[src/rtl/mem_access_unit_pkg.sv]
// Shared encodings for the MEM-stage load/store engine: access sizes, FSM states and
// byte-lane select patterns.
package mem_access_unit_pkg;

    localparam logic [1:0] SIZE_BYTE = 2'b00;
    localparam logic [1:0] SIZE_HALF = 2'b01;
    localparam logic [1:0] SIZE_WORD = 2'b10;

    typedef enum logic [1:0] {
        StIdle = 2'd0,
        StBusy = 2'd1,
        StDone = 2'd2
    } state_e;

    localparam logic [3:0] SEL_BYTE0   = 4'b0001;
    localparam logic [3:0] SEL_HALF_LO = 4'b0011;
    localparam logic [3:0] SEL_HALF_HI = 4'b1100;
    localparam logic [3:0] SEL_WORD    = 4'b1111;

endpackage

[src/rtl/mem_lane_align.sv]
// Little-endian byte-lane logic: store lane select and replication, alignment check,
// and load lane extraction with sign/zero extension.
module mem_lane_align
    import mem_access_unit_pkg::*;
#(
    parameter int unsigned DATA_W = 32
) (
    input  logic [1:0]        size,
    input  logic [1:0]        addr_lo,
    input  logic              is_unsigned,
    input  logic [DATA_W-1:0] store_data,
    input  logic [DATA_W-1:0] read_data,
    output logic [3:0]        sel,
    output logic [DATA_W-1:0] lane_wdata,
    output logic              misaligned,
    output logic [DATA_W-1:0] load_data
);

    logic [7:0]  byte_v;
    logic [15:0] half_v;

    always_comb begin
        byte_v = read_data[7:0];
        unique case (addr_lo)
            2'd0: byte_v = read_data[7:0];
            2'd1: byte_v = read_data[15:8];
            2'd2: byte_v = read_data[23:16];
            2'd3: byte_v = read_data[31:24];
            default: byte_v = read_data[7:0];
        endcase
        half_v = addr_lo[1] ? read_data[31:16] : read_data[15:0];
    end

    always_comb begin
        sel        = SEL_WORD;
        lane_wdata = store_data;
        misaligned = 1'b0;
        load_data  = read_data;
        case (size)
            SIZE_BYTE: begin
                sel        = SEL_BYTE0 << addr_lo;
                lane_wdata = {(DATA_W/8){store_data[7:0]}};
                load_data  = is_unsigned ? {{(DATA_W-8){1'b0}}, byte_v}
                                         : {{(DATA_W-8){byte_v[7]}}, byte_v};
            end
            SIZE_HALF: begin
                sel        = addr_lo[1] ? SEL_HALF_HI : SEL_HALF_LO;
                lane_wdata = {(DATA_W/16){store_data[15:0]}};
                misaligned = addr_lo[0];
                load_data  = is_unsigned ? {{(DATA_W-16){1'b0}}, half_v}
                                         : {{(DATA_W-16){half_v[15]}}, half_v};
            end
            // Size 11 behaves as a word access.
            default: begin
                sel        = SEL_WORD;
                lane_wdata = store_data;
                misaligned = (addr_lo != 2'b00);
                load_data  = read_data;
            end
        endcase
    end

endmodule

[src/rtl/mem_access_unit.sv]
// MEM-stage load/store engine: one req/ack data-bus transaction per aligned access,
// pipeline stall while busy, and registered MEM/WB writeback.
module mem_access_unit
    import mem_access_unit_pkg::*;
#(
    parameter int unsigned ADDR_W = 32,
    parameter int unsigned DATA_W = 32
) (
    input  logic              clk,
    input  logic              rst,
    input  logic              ex_mem_en,
    input  logic              ex_mem_write,
    input  logic [1:0]        ex_mem_size,
    input  logic              ex_mem_unsigned,
    input  logic [ADDR_W-1:0] ex_mem_addr,
    input  logic [DATA_W-1:0] ex_mem_wdata,
    input  logic              ex_wreg_en,
    input  logic [4:0]        ex_wreg_addr,
    input  logic [DATA_W-1:0] ex_result,
    output logic              bus_req,
    output logic              bus_we,
    output logic [ADDR_W-1:0] bus_addr,
    output logic [3:0]        bus_sel,
    output logic [DATA_W-1:0] bus_wdata,
    input  logic              bus_ack,
    input  logic [DATA_W-1:0] bus_rdata,
    output logic              stall_req,
    output logic              wb_wreg_en,
    output logic [4:0]        wb_wreg_addr,
    output logic [DATA_W-1:0] wb_wdata,
    output logic              addr_err,
    output logic [ADDR_W-1:0] addr_err_vaddr
);

    state_e state_q, state_d;

    logic [ADDR_W-1:0] addr_q;
    logic [1:0]        size_q;
    logic              uns_q;
    logic              write_q;
    logic [DATA_W-1:0] wdata_q;
    logic [4:0]        rt_q;

    logic              wb_en_d;
    logic [4:0]        wb_addr_d;
    logic [DATA_W-1:0] wb_data_d;
    logic              err_d;
    logic [ADDR_W-1:0] vaddr_d;

    logic              is_idle, is_busy, accept;
    logic [1:0]        op_size, op_addr_lo;
    logic              op_uns;
    logic [DATA_W-1:0] op_wdata;
    logic [3:0]        lane_sel;
    logic [DATA_W-1:0] lane_wdata, load_data;
    logic              misaligned;

    assign is_idle = (state_q == StIdle);
    assign is_busy = (state_q == StBusy);

    // The aligner sees the live op while idle and the latched op afterwards.
    assign op_size    = is_idle ? ex_mem_size     : size_q;
    assign op_addr_lo = is_idle ? ex_mem_addr[1:0] : addr_q[1:0];
    assign op_uns     = is_idle ? ex_mem_unsigned : uns_q;
    assign op_wdata   = is_idle ? ex_mem_wdata    : wdata_q;

    mem_lane_align #(
        .DATA_W(DATA_W)
    ) u_align (
        .size        (op_size),
        .addr_lo     (op_addr_lo),
        .is_unsigned (op_uns),
        .store_data  (op_wdata),
        .read_data   (bus_rdata),
        .sel         (lane_sel),
        .lane_wdata  (lane_wdata),
        .misaligned  (misaligned),
        .load_data   (load_data)
    );

    assign accept = is_idle && ex_mem_en && !misaligned;

    always_ff @(posedge clk) begin
        if (rst) begin
            state_q <= StIdle;
        end else begin
            state_q <= state_d;
        end
    end

    always_comb begin
        state_d = state_q;
        case (state_q)
            StIdle:  if (accept) state_d = StBusy;
            StBusy:  if (bus_ack) state_d = StDone;
            StDone:  state_d = StIdle;
            default: state_d = StIdle;
        endcase
    end

    always_comb begin
        bus_req   = is_busy;
        bus_we    = is_busy && write_q;
        bus_addr  = is_busy ? {addr_q[ADDR_W-1:2], 2'b00} : '0;
        bus_sel   = is_busy ? lane_sel : 4'b0000;
        bus_wdata = is_busy ? lane_wdata : '0;
        stall_req = !rst && (accept || is_busy);
    end

    always_ff @(posedge clk) begin
        if (rst) begin
            addr_q  <= '0;
            size_q  <= SIZE_BYTE;
            uns_q   <= 1'b0;
            write_q <= 1'b0;
            wdata_q <= '0;
            rt_q    <= '0;
        end else if (accept) begin
            addr_q  <= ex_mem_addr;
            size_q  <= ex_mem_size;
            uns_q   <= ex_mem_unsigned;
            write_q <= ex_mem_write;
            wdata_q <= ex_mem_wdata;
            rt_q    <= ex_wreg_addr;
        end
    end

    always_comb begin
        wb_en_d   = 1'b0;
        wb_addr_d = '0;
        wb_data_d = '0;
        err_d     = 1'b0;
        vaddr_d   = addr_err_vaddr;
        case (state_q)
            StIdle: begin
                if (!ex_mem_en) begin
                    wb_en_d   = ex_wreg_en;
                    wb_addr_d = ex_wreg_addr;
                    wb_data_d = ex_result;
                end else if (misaligned) begin
                    err_d   = 1'b1;
                    vaddr_d = ex_mem_addr;
                end
            end
            StBusy: begin
                if (bus_ack && !write_q) begin
                    wb_en_d   = 1'b1;
                    wb_addr_d = rt_q;
                    wb_data_d = load_data;
                end
            end
            default: ;
        endcase
    end

    always_ff @(posedge clk) begin
        if (rst) begin
            wb_wreg_en     <= 1'b0;
            wb_wreg_addr   <= '0;
            wb_wdata       <= '0;
            addr_err       <= 1'b0;
            addr_err_vaddr <= '0;
        end else begin
            wb_wreg_en     <= wb_en_d;
            wb_wreg_addr   <= wb_addr_d;
            wb_wdata       <= wb_data_d;
            addr_err       <= err_d;
            addr_err_vaddr <= vaddr_d;
        end
    end

endmodule
[config.mk]
export PLATFORM = sky130hd
export DESIGN_NAME = mem_access_unit
export DESIGN_NICKNAME = d
export VERILOG_FILES = /design/src/rtl/mem_access_unit_pkg.sv /design/src/rtl/mem_lane_align.sv /design/src/rtl/mem_access_unit.sv
export SDC_FILE = /design/constraint.sdc
export NUM_CORES = 1
export LEC_CHECK = 0
export CORE_MARGIN = 5
export CORE_UTILIZATION = 46
export DETAILED_ROUTE_END_ITERATION = 10
export GPL_ROUTABILITY_DRIVEN = 0
export PLACE_DENSITY = 0.82
export SLEW_MARGIN = 40
export SYNTH_ARGS = -nofsm -noshare
export SYNTH_HDL_FRONTEND = slang
export SYNTH_SLANG_ARGS = --single-unit
[constraint.sdc]
create_clock -name clk -period 3.62 [get_ports clk]
set_clock_uncertainty 0.05 [all_clocks]
set_input_delay 0.724 -clock clk [delete_from_list [all_inputs] [get_ports clk]]
set_output_delay 0.724 -clock clk [all_outputs]
set_load 0.02 [all_outputs]
# Yosys cells after proc, flatten, opt, wreduce, memory -nomap -nowiden
# Cells that the tools add are included.
# W data, S select, Z words.
dict set report totals {
  regBits 146
  input_bits 142
}
dict set report classes {
  n_eq_ne 7
  shifts 1
  mux 29
  bitwise_logic 2
  n_reduce_logical 16
}
# cell count
set op_table {}
lappend op_table {{$mux W32} 7}
lappend op_table {{$pmux W32 S2} 3}
lappend op_table {{$pmux W8 S4} 1}
lappend op_table {{$mux W16} 1}
lappend op_table {{$mux W5} 2}
lappend op_table {{$pmux W5 S2} 1}
lappend op_table {{$mux W2} 4}
lappend op_table {{$mux W4} 2}
lappend op_table {{$pmux W4 S2} 1}
lappend op_table {{$eq A2 B1 Y1 const B} 3}
lappend op_table {{$logic_not A2 Y1} 3}
lappend op_table {{$logic_and A1 B1 Y1} 5}
lappend op_table {{$eq A2 B2 Y1 const B} 2}
lappend op_table {{$mux W1} 4}
lappend op_table {{$pmux W1 S2} 2}
lappend op_table {{$pmux W2 S2} 1}
lappend op_table {{$shl A1 B2 Y4 const A} 1}
lappend op_table {{$logic_not A1 Y1} 3}
lappend op_table {{$reduce_and A3 Y1} 1}
lappend op_table {{$reduce_or A3 Y1} 1}
lappend op_table {{$ne A2 B1 Y1 const B} 1}
lappend op_table {{$ne A2 B2 Y1 const B} 1}
lappend op_table {{$not A1 Y1} 2}
lappend op_table {{$reduce_and A2 Y1} 1}
lappend op_table {{other kinds (2)} 2}

# Depth between registers and ports, before layout
# Gate-level depths: netlist (run 1).
dict set report logic_depth {
  ltp_word 8
  depth_mapped 10
}

# Hierarchy
# Synthesis (run 1) repeated with hierarchy kept, for this count alone.
dict set report hier_totals {
  hier_cells 842
  area_unflattened_um2 8042.7
}
# mod instances cells_each area_each_um2
set by_module_without_submodules {}
lappend by_module_without_submodules {mem_access_unit 1 645 6744.0}
lappend by_module_without_submodules {mem_lane_align 1 197 1298.7}

# Least setup slack after synthesis (run 1)
# OpenSTA, ideal clock, no wires.
dict set report synth_path {
  path_kind {input port to output port}
  start {in ex_mem_size[0]}
  end {out stall_req}
  arrival_ns 2.460
  required_time_ns 2.846
  slack_ns 0.386
  path_stages 7
  path_cell_list {or4_4 > o31a_1 > clkbuf_1 > a21o_1 > buf_2 > buf_2 > a21oi_1}
}
dict set report synth_via {
  elab_chain_cells 7
  word_cells_on_any_way 8
}
# element line
set synth_lines {}
lappend synth_lines {{start: declaration} mem_access_unit.sv:13} ;# input logic [1:0] ex_mem_size,
lappend synth_lines {{$mux W2 *} mem_access_unit.sv:62} ;# assign op_size = is_idle ? ex_mem_size : size_q;
lappend synth_lines {{$eq A2 B1 Y1 / $logic_not A2 Y1 (equally long branches)} mem_lane_align.sv:39} ;# case (size)
lappend synth_lines {{$pmux W1 S2 *} mem_lane_align.sv:39}
lappend synth_lines {{$logic_not A1 Y1 *} mem_access_unit.sv:81} ;# assign accept = is_idle && ex_mem_en && !misaligned;
lappend synth_lines {{$logic_and A1 B1 Y1 *} mem_access_unit.sv:81}
lappend synth_lines {{$logic_or A1 B1 Y1 *} mem_access_unit.sv:107} ;# stall_req = !rst && (accept || is_busy);
lappend synth_lines {{$logic_and A1 B1 Y1 *} mem_access_unit.sv:107}
lappend synth_lines {{end: declaration} mem_access_unit.sv:27} ;# output logic stall_req,
# Mark *: on every way between the ends. The rest lies on a longest branch, timed or not.

# Worst setup path in the final report (run 1)
dict set report layout_path {
  start {in ex_mem_size[0]}
  end {out bus_wdata[15]}
}
dict set report layout_via {
  elab_chain_cells 4
  word_cells_on_any_way 5
}
# element line
set layout_lines {}
lappend layout_lines {{$mux W2 *} mem_access_unit.sv:62}
lappend layout_lines {{$eq A2 B1 Y1 / $logic_not A2 Y1 (equally long branches)} mem_lane_align.sv:39}
lappend layout_lines {{$pmux W32 S2 *} mem_lane_align.sv:39}
lappend layout_lines {{$mux W32 *} mem_access_unit.sv:106} ;# bus_wdata = is_busy ? lane_wdata : '0;
lappend layout_lines {{end: declaration} mem_access_unit.sv:24} ;# output logic [DATA_W-1:0] bus_wdata,
# Marks and branches as above.

==> results of run 1 <==
[layout make-up]
cell class              count  area (µm²)  area share [%]
well taps                 180         225            2.20
clock buffers              20         447            4.37
clock inverters            12         135            1.32
multi-input cells         654        3380            33.1
diodes                      1        2.50          0.0245
inverters                   2        7.51          0.0734
repair buffers            314        3100            30.3
flip-flops and latches    146        2920            28.6
[repair_timing]
action                                  4_1_cts  5_1_grt
endpoints found under the setup margin        6       11
endpoints found under the hold margin         0        0
gates resized for setup                       6        6
cloned                                        0        0
[sequential cells by signal, indices dropped and copies added, names as in the netlist, 2 cells and up]
name	count
size_q	2
wdata_q	32
wb_wdata	32
wb_wreg_addr	5
rt_q	5
addr_err_vaddr	32
state_q	2
addr_q	32
[power groups by stage]
stage / combinational (mW) / clock [mW] / sequential, mW
2_1_floorplan: 0.571 / 0 / 1.89
6_report: 1.18 / 1.72 / 1.81
5_1_grt: 1.27 / 1.82 / 1.82
4_1_cts: 1.17 / 1.74 / 1.81
3_3_place_gp: 1.16 / 0 / 1.84
3_5_place_dp: 1.17 / 0 / 1.84
[placed cells by master (no fill, tap or decap), types with 2 or more instances in the layout]
cell | netlist | routed
o21ai_0 | 28 | 28
or2_2 | 2 | 2
a221oi_1 | 9 | 9
a21oi_1 | 135 | 134
o221ai_1 | 7 | 7
bufinv_16 | 0 | 2
and2_1 | 39 | 39
dfxtp_1 | 146 | 146
nor2_2 | 0 | 2
nor3b_2 | 2 | 2
o21ai_2 | 10 | 10
nand2_1 | 270 | 270
buf_4 | 3 | 31
nand2b_1 | 3 | 3
dlygate4sd2_1 | 0 | 5
clkdlybuf4s50_1 | 0 | 270
clkinv_2 | 0 | 2
dlymetal6s2s_1 | 0 | 5
o22ai_1 | 7 | 7
clkinvlp_4 | 0 | 4
inv_1 | 2 | 2
conb_1 | 1 | 2
clkbuf_16 | 0 | 17
clkinv_4 | 0 | 4
mux2i_1 | 18 | 18
nor2_1 | 66 | 64
clkbuf_1 | 40 | 2
a222oi_1 | 7 | 7
nand3b_1 | 2 | 2
nand4_1 | 2 | 2
a21oi_4 | 1 | 2
buf_12 | 0 | 3
a22oi_1 | 18 | 18
a311oi_1 | 7 | 7
[cell families (layout without fill, tap and decap cells)]
| group | Yosys count | in the layout | share of synthesized area [%] |
|---|---|---|---|
| DFF | 146 | 146 | 44.3 |
| other | 1 | 3 | 0.0569 |
| muxes | 20 | 20 | 3.07 |
| AOI/OAI and AO/OA | 238 | 238 | 22.5 |
| buffers and inverters | 73 | 348 | 5.01 |
| and+or+nand+nor | 394 | 394 | 25.0 |
[metal layers]
layer	part of all wire, %	track usage (%)	vias up
met5	0	0	-
met3	10	9.41	45
met2	49	46.6	330
li1	-	-	3477
met1	38	31.7	3335
met4	2.8	9.41	0
[worst reg2reg max path, stage by stage (launching register included)]
cell,delay (ns)
dfxtp_1,0.31
nor2_2,0.29
buf_4,0.26
mux2i_1,0.11
o21ai_0,0.30
buf_4,0.20
nor3b_4,0.62
buf_12,0.24
nand2_1,0.10
a21oi_1,0.12
[worst paths after layout]
kind / end / slack [ns] / cells past startpoint
worst max-delay path: bus_wdata[15] / 0.06 / 6
worst min-delay path: addr_q[25] / 0.40 / 2
worst max register to register: addr_err_vaddr[12] / 0.94 / 9
worst min register to register: addr_q[25] / 0.40 / 2
==> out/qor.csv, run 1 <==
metric,value,unit
"Area growth, synth to finish",55.1,%
DRC Markers,0,
sequential share of the synthesized area,44.3,%
clk root buf,clkbuf_16,
CTS tree,yes,
Crit Path Max Fanout,5,
core area,14000,µm²
Peak VDD IR,351,µV
Post-synth top cells,"nand2_1 (270), dfxtp_1 (146), a21oi_1 (135)",
Pre-antenna DRT Iters,5,
die footprint,16800,µm²
post-synthesis cell area,6590,µm²
Mapped Cells,872,
syn_area_per_cell,7.56,µm²
initial drt markers,631,
synth top area cells,"dfxtp_1 (44%), nand2_1 (15%), a21oi_1 (10%), nor2_1 (3.8%), and2_1 (3.7%)",
hold_sp,addr_q[25],
top_reg_cell synth,dfxtp_1,
Horiz. Die Dim,130,µm
layout cells sized above 1,8.01,%
clk slew on worst S/H paths,0.06,ns
Final Hold Viols,0,
number of global-route vias before repair,6716,
Synth Register Bits,146,
DP Wirelength,17.5,mm
WL final,23.8,mm
antenna violations before repair,0,
pre-CTS setup slack,-0.0528,ns
CTS buffer count,17,
height of the chip,130,µm
placed insts,1296,
I/O pins,284,
PnR worst setup slack,0.0557,ns
data required time of the worst path,2.85,ns
FF-to-FF Start,state_q[1],
Hold Crit Class,reg -> reg,
grt ovf,0,
cell mode on critical path,clkdlybuf4s50_1,
ys async rst share,0,%
cts hold-fix bufs,0,
most numerous cell in the Yosys netlist,nand2_1,
Net Switching,1.41,mW
Yosys top cell area share,44.3,%
H-tree depth,4,
# port buffers,281,
Final min period,3.56,ns
fin crit share,98.5,%
clock sinks,146,
first-pass GRT wire length,36.0,mm
dpl cell area,9630,µm²
CP Launch Type,input port,
MaxCap Viol Count,0,
Via Count,7187,
"delay-heaviest family, CP",buffers and inverters,
Pint,3.29,mW
Layout Nets,1277,
status,completed,
Leakage,3.86,nW
FILL cells,1129,
Worst EP arrival,2.79,ns
setup bufs post-CTS,0,
critical-path cell list,clkdlybuf4s50_1 > or4_4 > o31ai_4 > mux2i_1 > nor2_1 > clkdlybuf4s50_1,
WP buf/inv,2,
final max-slew violation count,0,
clk_lat worst skew,0.41,ns
cell taking the most area after synthesis,dfxtp_1,
Clock Power Share,36.6,%
vias per inst,5.41,
largest net degree at the start of global routing,74,
Setup TNS Final,0,ns
Post-Layout Inst Area,10200,µm²
WS Path Type,in -> out,
Switching Fraction,30.0,%
Initial Util,47.1,%
CP peak stage delay,0.57,ns
number of synthesized flops with an enable pin,0,
"Distinct cells, synth",44,
CP endpoint kind,primary output,
Fmax achieved,281,MHz
Crit. Startpoint,ex_mem_size[0],
gr usage total,27.2,%
Finished Layout Cells,1329,
worst slew margin relative to its limit,48.8,%
Worst path slowest cell,or4_4,
total power,4.70,mW
Tightest Pin Transition,0.768,ns
num rows,43,
logic gate share of total power,25.0,%
routed length per instance,17.9,µm
Setup-failing EPs final,0,
clk buf depth,2,
DRT antenna net count,0,
Synth Warn #,0,
PwrDens,460,nW/µm²
post-layout util,73.1,%
hold slack final,0.399,ns
Flop pwr share,38.4,%
Note: power is estimated with default switching activity, not from simulation.
==> run 2, diff against run 1 <==
--- a/config.mk
+++ b/config.mk
@@ -5,6 +5,8 @@
 export SDC_FILE = /design/constraint.sdc
 export NUM_CORES = 1
 export LEC_CHECK = 0
+export CAP_MARGIN = 0
+export CORE_ASPECT_RATIO = 1.2
 export CORE_MARGIN = 5
 export CORE_UTILIZATION = 46
 export DETAILED_ROUTE_END_ITERATION = 10
==> out/qor.csv, run 2 (synthesis results as in run 1) <==
metric,value,unit
status,completed,
DRT antenna net count,0,
vias per inst,5.45,
gr usage total,28.0,%
Fmax achieved,285,MHz
WS Path Type,in -> out,
Pre-antenna DRT Iters,5,
CP Launch Type,input port,
die footprint,16800,µm²
CP endpoint kind,primary output,
layout cells sized above 1,8.26,%
clk root buf,clkbuf_16,
data required time of the worst path,2.85,ns
setup bufs post-CTS,0,
Hold EP,addr_q[9],
"commonest non-fill, non-tap cells in the layout","nand2_1 (270), clkdlybuf4s50_1 (267), dfxtp_1 (146)",
FF-to-FF Start,state_q[1],
first-pass GRT wire length,37.4,mm
critical-path cell list,clkdlybuf4s50_1 > buf_4 > nor3b_2 > buf_4 > or2_2 > a21oi_1 > nor2_1 > clkdlybuf4s50_1,
RSZ-0062 raised after global routing,no,
Worst path slowest cell,clkdlybuf4s50_1,
height of the chip,141,µm
Peak VDD IR,351,µV
"setup slack, reg-to-reg",0.82,ns
Layout Nets,1279,
Final min period,3.51,ns
clock sinks,146,
Hold Crit Class,reg -> reg,
clk buf depth,2,
Tightest Pin Transition,0.804,ns
grt ovf,0,
largest net degree at the start of global routing,84,
Worst EP arrival,2.74,ns
WL final,24.1,mm
Hold Crit Depth,2,
worst slew margin relative to its limit,46.4,%
clk_lat worst skew,0.42,ns
Final Hold Viols,0,
Reg-to-Reg End,wb_wdata[8],
antenna violations before repair,1,
Crit Path Max Fanout,7,
initial drt markers,680,
fin crit share,97.0,%
depth of the most critical reg-to-reg path,7,
hold_sp,addr_q[9],
Horiz. Die Dim,119,µm
DRC Markers,0,
MaxCap Viol Count,0,
# port buffers,281,
PwrDens,456,nW/µm²
DP Wirelength,17.4,mm
H-tree depth,4,
clk slew on worst S/H paths,0.06,ns
critical path depth in cells,8,
"Area growth, synth to finish",54.7,%
final max-slew violation count,0,
CP peak stage delay,0.57,ns
"delay-heaviest family, CP",buffers and inverters,
"commonest non-fill, non-tap cell in the layout",nand2_1,
post-layout util,71.6,%
Via Count,7226,
Setup-failing EPs final,0,
CTS buffer count,17,
number of global-route vias before repair,7001,
core area,14200,µm²
FILL cells,1120,
Initial Util,46.3,%
I/O pins,284,
WP buf/inv,4,
hold slack final,0.399,ns
Leakage,3.92,nW
routed length per instance,18.2,µm
Antenna Cells,0,
CTS tree,yes,
num rows,48,
## run 2: worst min-delay path, delay by kind of cell, from the launching register on
family	cells	cell delay [ns]
and+or+nand+nor	1	0.05
DFF	1	0.30
AOI/OAI and AO/OA	1	0.05
## run 2: timing repair
action,in CTS,in global routing
resized for setup,6,11
endpoints found under the setup margin,6,17
hold buffers,0,0
## run 2: cell type report
type / instances / area, µm² / share of cell area, %
repair buffers: 316 / 3100 / 30.4
clock inverters: 11 / 108 / 1.06
clock buffers: 21 / 450 / 4.42
inverters: 2 / 7.51 / 0.0736
flip-flops and latches: 146 / 2920 / 28.7
multi-input cells: 654 / 3390 / 33.2
well taps: 175 / 219 / 2.15
## run 2: per-stage QoR
step	setup slack (ns)	cells	power [mW]	setup TNS [ns]	area, µm²
floorplan	0.386	873	2.46	0	6600
global route	0.0131	1325	4.86	0	10200
detailed placement	-0.0528	1293	3.01	-0.107	9610
global placement	-0.0153	1293	2.99	-0.0154	9610
CTS	0.00614	1325	4.67	0	10200
finish	0.109	1325	4.65	0	10200
## run 2: power by group
group | switching [mW] | internal [mW] | total [mW]
Clock | 0.699 | 0.968 | 1.67
Combinational | 0.652 | 0.519 | 1.17
Sequential | 0.0769 | 1.74 | 1.81
Total | 1.43 | 3.22 | 4.65
## run 2: metal layers
layer | part of all wire (%) | track usage [%] | vias to the layer above
met5 | 0.029 | 0 | -
met4 | 5.2 | 16.7 | 2
met3 | 8.8 | 8.83 | 81
met2 | 49 | 47.5 | 345
met1 | 37 | 30.4 | 3322
li1 | - | - | 3476
## run 2: worst max path at each step
| stage | start | endpoint | slack, ns |
|---|---|---|---|
| finish | ex_mem_size[1] | bus_sel[1] | 0.11 |
| global route | state_q[1] | bus_sel[1] | 0.01 |
| CTS | ex_mem_size[0] | bus_wdata[13] | 0.006 |
| detailed placement | ex_mem_size[0] | bus_wdata[10] | -0.05 |
| global placement | ex_mem_size[0] | bus_wdata[10] | -0.02 |
| floorplan | ex_mem_size[0] | stall_req | 0.39 |
